File: src/rtl/led_message_scroller.sv
// Scrolls a 4-character window across a small message buffer of 7-seg display codes,
// stepping one position every TICK_DIV clocks and wrapping at the latched message length.
module led_message_scroller #(
    parameter int MSG_DEPTH = 16,
    parameter int ADDR_W    = 4,
    parameter int TICK_DIV  = 16
) (
    input  logic              clk,
    input  logic              rst_n,
    input  logic              wr_en_i,
    input  logic [ADDR_W-1:0] wr_addr_i,
    input  logic [3:0]        wr_data_i,
    input  logic [ADDR_W:0]   msg_len_i,
    input  logic              start_i,
    input  logic              stop_i,
    input  logic              hold_i,
    output logic              busy_o,
    output logic              wrap_o,
    output logic [3:0]        char3_o,
    output logic [3:0]        char2_o,
    output logic [3:0]        char1_o,
    output logic [3:0]        char0_o
);

    localparam int              TICK_W     = $clog2(TICK_DIV);
    localparam logic [TICK_W-1:0] TICK_LAST = TICK_W'(TICK_DIV - 1);
    localparam logic [ADDR_W:0] LEN_MAX    = (ADDR_W + 1)'(MSG_DEPTH);
    localparam logic [3:0]      CODE_BLANK = 4'd12;

    typedef enum logic [1:0] {
        ST_IDLE,
        ST_RUN,
        ST_HOLD
    } state_e;

    state_e            state_q;
    logic [ADDR_W-1:0] pos_q;
    logic [TICK_W-1:0] tick_q;
    logic [ADDR_W:0]   len_q;
    logic              wrap_evt_q;
    logic              busy_q;
    logic              wrap_q;
    logic [15:0]       chars_q;
    logic [3:0]        mem_q [MSG_DEPTH];

    logic [ADDR_W:0]   len_d;
    logic [ADDR_W:0]   pos_inc_d;
    logic [15:0]       win_codes_d;

    always_ff @(posedge clk or negedge rst_n) begin
        if (!rst_n) begin
            for (int i = 0; i < MSG_DEPTH; i++) begin
                mem_q[i] <= CODE_BLANK;
            end
        end else if (wr_en_i) begin
            mem_q[wr_addr_i] <= wr_data_i;
        end
    end

    always_comb begin
        len_d = msg_len_i;
        if (msg_len_i == '0) begin
            len_d = (ADDR_W + 1)'(1);
        end else if (msg_len_i > LEN_MAX) begin
            len_d = LEN_MAX;
        end
    end

    assign pos_inc_d = {1'b0, pos_q} + 1'b1;

    // Window offsets 0..3 reduced modulo len; with len as small as 1 the sum
    // pos+3 can exceed len three times, hence three conditional subtractions.
    for (genvar gi = 0; gi < 4; gi++) begin : g_win
        localparam logic [ADDR_W+1:0] OFS = (ADDR_W + 2)'(gi);
        logic [ADDR_W+1:0] sum_d;

        always_comb begin
            sum_d = {2'b00, pos_q} + OFS;
            for (int r = 0; r < 3; r++) begin
                if (sum_d >= {1'b0, len_q}) begin
                    sum_d = sum_d - {1'b0, len_q};
                end
            end
        end

        assign win_codes_d[(3-gi)*4 +: 4] = mem_q[sum_d[ADDR_W-1:0]];
    end

    always_ff @(posedge clk or negedge rst_n) begin
        if (!rst_n) begin
            state_q    <= ST_IDLE;
            pos_q      <= '0;
            tick_q     <= '0;
            len_q      <= (ADDR_W + 1)'(1);
            wrap_evt_q <= 1'b0;
            busy_q     <= 1'b0;
            wrap_q     <= 1'b0;
            chars_q    <= {4{CODE_BLANK}};
        end else begin
            // Outputs lag the scroll state by one edge so wrap lines up with the wrapped window.
            busy_q     <= (state_q != ST_IDLE);
            wrap_q     <= wrap_evt_q;
            chars_q    <= (state_q == ST_IDLE) ? {4{CODE_BLANK}} : win_codes_d;
            wrap_evt_q <= 1'b0;

            if (stop_i) begin
                state_q <= ST_IDLE;
            end else if (start_i) begin
                state_q <= ST_RUN;
                pos_q   <= '0;
                tick_q  <= '0;
                len_q   <= len_d;
            end else begin
                case (state_q)
                    ST_RUN: begin
                        if (hold_i) begin
                            state_q <= ST_HOLD;
                        end else if (tick_q == TICK_LAST) begin
                            tick_q <= '0;
                            if (pos_inc_d == len_q) begin
                                pos_q      <= '0;
                                wrap_evt_q <= 1'b1;
                            end else begin
                                pos_q <= pos_inc_d[ADDR_W-1:0];
                            end
                        end else begin
                            tick_q <= tick_q + 1'b1;
                        end
                    end
                    ST_HOLD: begin
                        if (!hold_i) begin
                            state_q <= ST_RUN;
                        end
                    end
                    default: ;
                endcase
            end
        end
    end

    assign busy_o  = busy_q;
    assign wrap_o  = wrap_q;
    assign char3_o = chars_q[15:12];
    assign char2_o = chars_q[11:8];
    assign char1_o = chars_q[7:4];
    assign char0_o = chars_q[3:0];

endmodule

File: config.mk
export PLATFORM = sky130hd
export DESIGN_NAME = led_message_scroller
export DESIGN_NICKNAME = d
export VERILOG_FILES = /design/src/rtl/led_message_scroller.sv
export SDC_FILE = /design/constraint.sdc
export NUM_CORES = 1
export LEC_CHECK = 0
export CORE_UTILIZATION = 55
export CTS_CLUSTER_DIAMETER = 150
export CTS_CLUSTER_SIZE = 14
export DETAILED_ROUTE_END_ITERATION = 6
export PLACE_DENSITY = 0.7
export SYNTH_ARGS = -nofsm -noshare
export SYNTH_HDL_FRONTEND = slang
export SYNTH_SLANG_ARGS = --single-unit
File: constraint.sdc
create_clock -name clk -period 9 [get_ports clk]
set_input_delay 1.35 -clock clk [delete_from_list [all_inputs] [get_ports clk]]
set_output_delay 1.35 -clock clk [all_outputs]
set_load 0.05 [all_outputs]
==> metrics.md <==
| Metric | Value |
|---|---|
| YS warnings | `0` |
| Final instance area | `10500 um^2` |
| Fin crit period | `7.74 ns` |
| Fin. Hold Viols | `0` |
| Via Count | `8394` |
| Slowest CP cell | `mux2i_4` |
| Antenna-violating nets left | `0` |
| Most used DFF post-synth | `dfrtp_1` |
| Setup crit start kind | `register` |
| Detailed-route wire length | `27100 um` |
| PortBufs | `36` |
| CTS H-tree lvls | `3` |
| Area delta synth->final | `8.52%` |
| HP Class | `register to register` |
| Worst Skew | `0.0208 ns` |
| WP data arrival | `8.04 ns` |
| Max-slew violations | `0` |
| Status | `completed` |
| Initial Util | `56.2%` |
| Core area | `17200 um^2` |
| Seq/Total Area, Yosys | `25.8%` |
| # DRC | `0` |
| Post-cts hold buffer count | `0` |
| Post-CTS Resized | `0` |
| HPWL after DPL | `20300 um` |
| Post-DP Area | `10200 um^2` |
| Total GRT Usage | `31.0%` |
| Post-Synthesis Cell Area | `9690 um^2` |
| Total nets after synthesis | `1144` |
| Crit path top cell by count | `ha_1` |
| Vias in the first global route | `7922` |
| Syn_area_per_cell | `9.25 um^2` |
| Reg clk slew, reported paths | `0.08 ns` |
| Pin count of the biggest net entering global routing | `69` |
| 1st-pass router iterations | `6` |
| Slew margin rel. | `27.6%` |
| GR peak layer | `met2` |
| Die X | `135 um` |
| Final setup fails | `0` |
| Die Ht | `135 um` |
| Worst EP required | `9.30 ns` |
| Yosys reg bits | `98` |
| Clock sink count | `98` |
| Yosys cell types | `83` |
| GR Util met2 | `46.5%` |
| I/O pin count | `37` |
| CTS Buffer Depth | `2` |
| Post-synth EDFFs | `0` |
| CP Class | `register to register` |
| Post-Route Setup TNS | `0 ns` |
| Worst Path Max Fanout | `17` |
| GR Overflow Total | `0` |
| Total CTS buffers | `9` |
| Async SR Flop Fraction | `100%` |
| CP endpoint kind | `register` |
| Wire length per cell | `20.9 um` |
| Slew of the pin with the lowest slew margin | `1.06 ns` |
| Max_cap viols | `0` |
| Synth Instances | `1048` |
| Post-place setup slack | `1.42 ns` |
| Worst path max stage delay | `0.58 ns` |
| Met3 Use GR | `8.78%` |
| Die area | `18200 um^2` |
| Root Driver | `clkbuf_16` |
| Sequential Area | `2500 um^2` |
| Drt first-iter violations | `650` |
| Met1 Usage GRT | `43.5%` |
| Tcrit/Tclk final | `86.0%` |
| Buf+Inv Stages, Crit Path | `3` |
| Area of the multi-input gates | `6830 um^2` |
| Initial antenna violation count | `0` |
| Setup WS post-layout | `1.26 ns` |
| Maximum clock frequency | `129 MHz` |
| Layout Utilization | `61.0%` |
| Antenna diode count | `0` |
| Fin nets | `1163` |
| Placer Congestion | `0.985` |
| Vias/cell | `6.47` |
| Clock latency on the worst-skew pair | `0.38 ns` |
| Post-CTS Setup Inserts | `0` |
| CP delay by family, top | `compound AO/OA/AOI/OAI gates` |
| Fill count | `1495` |
| # rows | `48` |
| Share of layout cells above drive strength 1 | `18.6%` |
| RSZ-0062 raised after global routing | `false` |
| TritonCTS clock tree | `yes` |
| First-pass GRT wire length | `43300 um` |
registers in the layout, summed over array words and instances, names as in the netlist:
register / count
len_q: 5
state_q: 2
tick_q: 4
wrap_evt_q: 1
chars_q: 16
busy_o: 1
wrap_o: 1
mem_q: 64
pos_q: 4
worst reg2reg max path, delay by kind of cell (launching register included):
kind | cells | cell delay, ns
XOR/XNOR | 1 | 0.12
adder cells (fa/ha/maj) | 5 | 1.56
AO/OA/AOI/OAI | 14 | 3.22
flip-flops | 1 | 0.53
buffers and inverters | 3 | 0.69
AND/OR/NAND/NOR | 3 | 0.56
multiplexers | 3 | 0.98
stage by stage:
step / hold slack [ns] / instances
final: 0.349 / 1297
after global routing: 0.358 / 1297
after CTS: 0.353 / 1297
after detailed placement: 0.337 / 1281
after global placement: 0.331 / 1281
after floorplan: 0.331 / 1048
per-layer routing:
layer,wire length [um],part of all wire (%)
met1,12300,45
met5,0,0
met4,610,2.3
met2,11700,43
met3,2470,9.1
cells in the final DEF, fill, tap and decap left out, types with 39 or more instances in the layout:
master   Yosys  routed
a21oi_1     49      49
inv_1       43      43
nand3_1     39      39
mux2i_1    106     105
nand2_1    102     102
ha_1        65      65
nor2_1      61      61
mux2_2      96      96
dfrtp_1     57      57
o21ai_0     48      48
dfstp_2     41      41
Yosys cell counts, drive strengths merged (4+ instances only):
library cell,count,area share [%]
a211o,5,0.45
a211oi,10,0.88
a21boi,12,1.0
a21o,10,0.77
a21oi,49,2.5
a221o,9,0.93
a22oi,12,0.93
a31oi,11,0.71
and3,18,1.2
buf,22,1.6
clkbuf,14,0.54
dfrtp,57,15
dfstp,41,11
fa,12,2.5
ha,65,8.4
inv,43,1.7
mux2,99,12
mux2i,109,12
nand2,104,4.1
nand2b,21,1.4
nand3,40,2.1
nand3b,4,0.31
nand4,9,0.58
nor2,61,2.4
nor2b,15,1.0
nor3,18,1.0
nor4,5,0.39
o2111ai,4,0.36
o211ai,5,0.39
o21a,8,0.62
o21ai,53,2.7
o22a,7,0.63
o22ai,6,0.39
o31ai,11,1.2
or2,9,0.58
xnor2,20,1.8
xor2,8,0.80
layout make-up:
cell class | instances | area share (%)
Clock buffer | 9 | 2.14
Clock inverter | 7 | 0.892
Inverter | 43 | 1.53
Multi-Input combinational cell | 871 | 65.0
Sequential cell | 98 | 23.8
Tap cell | 225 | 2.68
Timing Repair Buffer | 44 | 3.97
worst paths after layout:
check | start | end | slack (ns) | cells past startpoint
hold / removal | wrap_evt_q$_DFF_PN0_ | wrap_o$_DFF_PN0_ | 0.35 | 0
hold reg to reg | wrap_evt_q$_DFF_PN0_ | wrap_o$_DFF_PN0_ | 0.35 | 0
min in group asynchronous | rst_n | chars_q[5]$_DFF_PN0_ | 0.92 | 1
setup / recovery | pos_q[1]$_DFFE_PN0P_ | chars_q[3]$_DFF_PN1_ | 1.26 | 29
setup reg to reg | pos_q[1]$_DFFE_PN0P_ | chars_q[3]$_DFF_PN1_ | 1.26 | 29
max in group asynchronous | rst_n | tick_q[2]$_DFFE_PN0P_ | 6.86 | 2
logic make-up after synthesis:
| group | share of synthesized area, % |
|---|---|
| compound gates | 17.7 |
| xor+xnor | 2.61 |
| fa+ha+maj | 10.9 |
| buf+inv | 3.78 |
| flops | 25.8 |
| mux | 23.4 |
| simple gates | 15.8 |
Power is not shown: default switching activity piles up to over one toggle a cycle in this logic, so the estimate is an artifact.
